`src/rtl/proc_control_unit.sv`:
```
// Moore control FSM sequencing the 16-bit datapath through fetch/decode/execute.
// Optional build macro CU_ILLEGAL_TRAP_EN: illegal opcodes trap to HALT and raise Illegal.
module proc_control_unit #(
  parameter int DATA_ADDR_W = 8,
  parameter int REG_ADDR_W  = 4
) (
  input  logic                   Clk,
  input  logic                   Reset,
  input  logic [15:0]            IR,
  output logic                   PC_Clr,
  output logic                   PC_Up,
  output logic                   IR_Ld,
  output logic [DATA_ADDR_W-1:0] D_Addr,
  output logic                   D_Wr,
  output logic                   RF_s,
  output logic [REG_ADDR_W-1:0]  RF_W_addr,
  output logic                   RF_W_en,
  output logic [REG_ADDR_W-1:0]  RF_Ra_addr,
  output logic [REG_ADDR_W-1:0]  RF_Rb_addr,
  output logic [2:0]             ALU_s0,
  output logic [3:0]             State,
  output logic [3:0]             NextState,
`ifdef CU_ILLEGAL_TRAP_EN
  output logic                   Illegal,
`endif
  output logic                   Halted
);

  typedef enum logic [3:0] {
    S_INIT   = 4'd0,
    S_FETCH  = 4'd1,
    S_DECODE = 4'd2,
    S_NOOP   = 4'd3,
    S_LOAD_A = 4'd4,
    S_LOAD_B = 4'd5,
    S_STORE  = 4'd6,
    S_ADD    = 4'd7,
    S_SUB    = 4'd8,
    S_HALT   = 4'd9
  } state_t;

  localparam logic [3:0] OP_NOOP  = 4'b0000;
  localparam logic [3:0] OP_STORE = 4'b0001;
  localparam logic [3:0] OP_LOAD  = 4'b0010;
  localparam logic [3:0] OP_ADD   = 4'b0011;
  localparam logic [3:0] OP_SUB   = 4'b0100;
  localparam logic [3:0] OP_HALT  = 4'b0101;

  state_t state, state_nxt;
  logic   illegal_op;

  always_ff @(posedge Clk or posedge Reset) begin
    if (Reset) state <= S_INIT;
    else       state <= state_nxt;
  end

  always_comb begin
    state_nxt  = S_INIT;
    illegal_op = 1'b0;
    case (state)
      S_INIT:   state_nxt = S_FETCH;
      S_FETCH:  state_nxt = S_DECODE;
      S_DECODE: begin
        case (IR[15:12])
          OP_NOOP:  state_nxt = S_NOOP;
          OP_STORE: state_nxt = S_STORE;
          OP_LOAD:  state_nxt = S_LOAD_A;
          OP_ADD:   state_nxt = S_ADD;
          OP_SUB:   state_nxt = S_SUB;
          OP_HALT:  state_nxt = S_HALT;
          default: begin
            illegal_op = 1'b1;
`ifdef CU_ILLEGAL_TRAP_EN
            state_nxt  = S_HALT;
`else
            state_nxt  = S_NOOP;
`endif
          end
        endcase
      end
      S_LOAD_A: state_nxt = S_LOAD_B;
      S_LOAD_B, S_NOOP, S_STORE, S_ADD, S_SUB: state_nxt = S_FETCH;
      S_HALT:   state_nxt = S_HALT;
      default:  state_nxt = S_INIT;  // unreachable codes recover via INIT
    endcase
  end

`ifdef CU_ILLEGAL_TRAP_EN
  always_ff @(posedge Clk or posedge Reset) begin
    if (Reset)                            Illegal <= 1'b0;
    else if (state == S_DECODE && illegal_op) Illegal <= 1'b1;
  end
`else
  logic unused_illegal;
  assign unused_illegal = illegal_op;
`endif

  assign State     = state;
  assign NextState = state_nxt;

  // Strobes depend on the state register alone, so an async reset kills any write at once.
  always_comb begin
    PC_Clr     = 1'b0;
    PC_Up      = 1'b0;
    IR_Ld      = 1'b0;
    D_Addr     = '0;
    D_Wr       = 1'b0;
    RF_s       = 1'b0;
    RF_W_addr  = '0;
    RF_W_en    = 1'b0;
    RF_Ra_addr = '0;
    RF_Rb_addr = '0;
    ALU_s0     = 3'b000;
    Halted     = 1'b0;
    case (state)
      S_INIT:  PC_Clr = 1'b1;
      S_FETCH: begin
        IR_Ld = 1'b1;
        PC_Up = 1'b1;
      end
      S_LOAD_A, S_LOAD_B: begin
        D_Addr    = IR[4 +: DATA_ADDR_W];
        RF_s      = 1'b1;
        RF_W_addr = IR[0 +: REG_ADDR_W];
        RF_W_en   = (state == S_LOAD_B);  // wait one cycle for memory read data
      end
      S_STORE: begin
        D_Addr     = IR[4 +: DATA_ADDR_W];
        RF_Ra_addr = IR[0 +: REG_ADDR_W];
        D_Wr       = 1'b1;
      end
      S_ADD, S_SUB: begin
        RF_Ra_addr = IR[8 +: REG_ADDR_W];
        RF_Rb_addr = IR[4 +: REG_ADDR_W];
        RF_W_addr  = IR[0 +: REG_ADDR_W];
        ALU_s0     = (state == S_ADD) ? 3'b001 : 3'b010;
        RF_W_en    = 1'b1;
      end
      S_HALT:  Halted = 1'b1;
      default: ;
    endcase
  end

endmodule

```
`config.mk`:
```
export PLATFORM = sky130hd
export DESIGN_NAME = proc_control_unit
export DESIGN_NICKNAME = d
export VERILOG_FILES = /design/src/rtl/proc_control_unit.sv
export SDC_FILE = /design/constraint.sdc
export NUM_CORES = 1
export LEC_CHECK = 0
export ABC_AREA = 1
export BUFFER_PORTS_ARGS = -buffer_cell sky130_fd_sc_hd__buf_2
export CORE_MARGIN = 8
export CORE_UTILIZATION = 32
export CTS_CLUSTER_DIAMETER = 80
export DETAILED_ROUTE_END_ITERATION = 10
export HOLD_SLACK_MARGIN = 0.05
export PLACE_DENSITY_LB_ADDON = 0.1
export SYNTH_ARGS = -nofsm -noshare
export SYNTH_HDL_FRONTEND = slang
export SYNTH_SLANG_ARGS = --single-unit
```
`constraint.sdc`:
```
create_clock -name Clk -period 1.19 [get_ports Clk]
set_clock_uncertainty 0.1 [all_clocks]
set_input_delay 0.238 -clock Clk [delete_from_list [all_inputs] [get_ports Clk]]
set_output_delay 0.238 -clock Clk [all_outputs]
set_load 0.02 [all_outputs]
```
==> out/metrics.cfg <==
[run_status]
status=finished with violations
violations=negative setup slack

[finish]
multiInputGateArea_um2=543
fin_nets=199
diodes=0
drive_gt1_share_pct=72.6
register_area_um2=105
syn2layout_area_growth_pct=143
fillCellCount=135
final_util_pct=81.9
largest_reg_flops=4

[placement]
routabilityCongestion=0.748
place.detailed.hpwl_mm=1.85
place_ws_ps=-353
io_buffers=54

[timing]
maxSlewViolCount=0
rsz0062_at_grt=true
layout_min_cycle_time_ps=1780
period_share_pct=150
worst_slack_ps=-591
hold_ws_ps=301
hold_viol=0
clock.fmax_mhz=562
setup_violations=40

[global_route]
grt_overflow=0
grt_pass1_wl_mm=3.97
grt_use_total_pct=14.8
grt_pass1_vias=944
grt_max_degree=9
antenna_found_initial=0

[synth]
yosysTopAreaCell=nand2_1
ys_warn_count=0
ys_seq_area_share_pct=17.6
postSynthCellCount=105
ys_ff_latch=4
synth_cell_type_count=17
syn_area_per_cell_um2=5.41
syn_nets=123
synth_area_leaders=nand2_1, dfrtp_1, inv_1
syn_area_um2=568
yosys.area.top_type_share_pct=23.1

[cts]
cts_root_buf=clkbuf_4
clock_latency_ps=240
clockBufferDepth=2
cts_buffers=3
cts_tree=yes
cts-htree-levels=1
clk_pin_slew_worst_paths_ps=40
numClockSinks=4

[run]
maxCapViolCount=0

[floorplan]
die_h_um=58.1
core_area_um2=1690
dieArea_um2=3380
initial_core_util_pct=33.6
rows=15
top_level_ports=56
die_w_um=58.1

[pwr]
vdd_drop_max_uv=1770
powerDensity_nw_per_um2=1700
p_leak_nw=0.795

[drt]
wl_met2_mm=1.40
dr.first_iter.drc_count=12
dr.pass1.iters=4
m1WireLength_um=935
viasPerCell=4.57
wl_per_cell_um=12.9
vias=895
wl_met3_um=164
wl_mm=2.54
top_layer=met4
drtAntennaViolNets=0
drc=0

[setup_path]
r2r_setup_slack_ps=-40
start_kind=flip-flop
cp.required_ps=850
cp.arrival_ps=1440
r2r-start=State[1]$_DFF_PP0_
path_max_fanout=8
cp-end-kind=output pin
crit_type=reg2out
r2r_end=State[1]$_DFF_PP0_
reg2reg_depth=7

[worst_hold_path]
whs_endpoint=State[2]$_DFF_PP0_
min_path_cells=4
hold_class=in2reg
hp-start=IR[15]

## cell families (layout without fill, tap and decap cells)
| family | after synthesis | after routing | synth area share, % |
|---|---|---|---|
| AO/OA/AOI/OAI | 9 | 9 | 7.93 |
| buffers and inverters | 29 | 103 | 22.5 |
| flip-flops | 4 | 4 | 17.6 |
| other | 1 | 1 | 0.660 |
| AND/OR/NAND/NOR | 62 | 62 | 51.3 |
## metal layers
layer | vias up | GRT usage, %
li1 | 455 | -
met2 | 31 | 27.7
met4 | 0 | 8.39
met5 | - | 0
met1 | 403 | 13.8
met3 | 6 | 4.42
## how the worst max path moves through the flow
stage / cells after the start / end / slack [ps] / startpoint
2_1_floorplan: 5 / RF_Ra_addr[0] / -390 / State[3]$_DFF_PP0_
3_3_place_gp: 5 / RF_Rb_addr[3] / -330 / State[1]$_DFF_PP0_
3_5_place_dp: 6 / RF_Ra_addr[1] / -350 / State[1]$_DFF_PP0_
4_1_cts: 7 / RF_W_addr[2] / -540 / State[2]$_DFF_PP0_
5_1_grt: 7 / RF_W_addr[2] / -650 / State[2]$_DFF_PP0_
6_report: 5 / D_Addr[0] / -590 / State[2]$_DFF_PP0_
## worst max-delay path, stage by stage (launching register included)
cell and delay, ps:
dfrtp_2 440, inv_2 100, nor2_4 180, nand2_4 170, nor2_4 130, buf_2 170
## cell type report
type                            instances  share of cell area, %
Multi-Input combinational cell         72                   39.3
Tap cell                               17                   1.54
Timing Repair Buffer                   75                   42.8
Inverter                               25                   7.15
Clock buffer                            3                   1.63
Sequential cell                         4                   7.60
## what timing repair did
action / 4_1_cts / 5_1_grt
pin swaps: 6 / 2
resized for setup: 56 / 13
hold endpoints to repair: 4 / 0
endpoints found under the setup margin: 39 / 41
buffers inserted: 4 / 2
hold buffers: 1 / 0
## layout by cell type (no fill, tap or decap)
| master | netlist | final |
|---|---|---|
| inv_1 | 22 | 17 |
| nand3_1 | 3 | 1 |
| nor2_1 | 15 | 3 |
| nand2_4 | 0 | 3 |
| inv_4 | 0 | 2 |
| o21ai_4 | 0 | 2 |
| conb_1 | 1 | 1 |
| dlygate4sd3_1 | 0 | 1 |
| buf_2 | 0 | 27 |
| nand2_1 | 35 | 23 |
| dfrtp_2 | 0 | 4 |
| inv_2 | 3 | 6 |
| nand3_2 | 2 | 3 |
| a21oi_2 | 0 | 3 |
| nor2_2 | 0 | 3 |
| nand3_4 | 0 | 1 |
| o21ai_0 | 5 | 1 |
| nand2_2 | 2 | 11 |
| o21ai_1 | 0 | 2 |
| clkbuf_4 | 0 | 3 |
| nor3_4 | 1 | 2 |
| buf_4 | 3 | 22 |
| a21oi_4 | 0 | 1 |
| nand4_4 | 0 | 1 |
| buf_6 | 1 | 25 |
| nor2_4 | 2 | 11 |
## cells in the mapped netlist (all sizes together)
cell type,n
nand2,37
nand3,5
nor3,2
inv,25
buf,4
a21oi,4
dfrtp,4
nor2,17
o21ai,5
nand4,1
conb,1
## metrics by stage
stage                     setup TNS [ps]  power (mW)  area [µm²]  std cells
after floorplan                    -8040        1.27         741        105
after global placement             -8240        1.63        1100        187
after detailed placement           -8650        1.65        1100        187
after CTS                         -16710        2.23        1340        195
after global routing              -19760        2.46        1380        196
final                             -17880        2.35        1380        196
## report_power, final
part / switching, mW / internal (mW) / leakage (nW) / total, mW
registers: 0.140 / 0.189 / 0.0456 / 0.329
clock network: 0.0694 / 0.114 / 0.0138 / 0.183
logic: 0.973 / 0.861 / 0.736 / 1.83
total: 1.18 / 1.16 / 0.795 / 2.35
(Power assumes the default switching activity.)
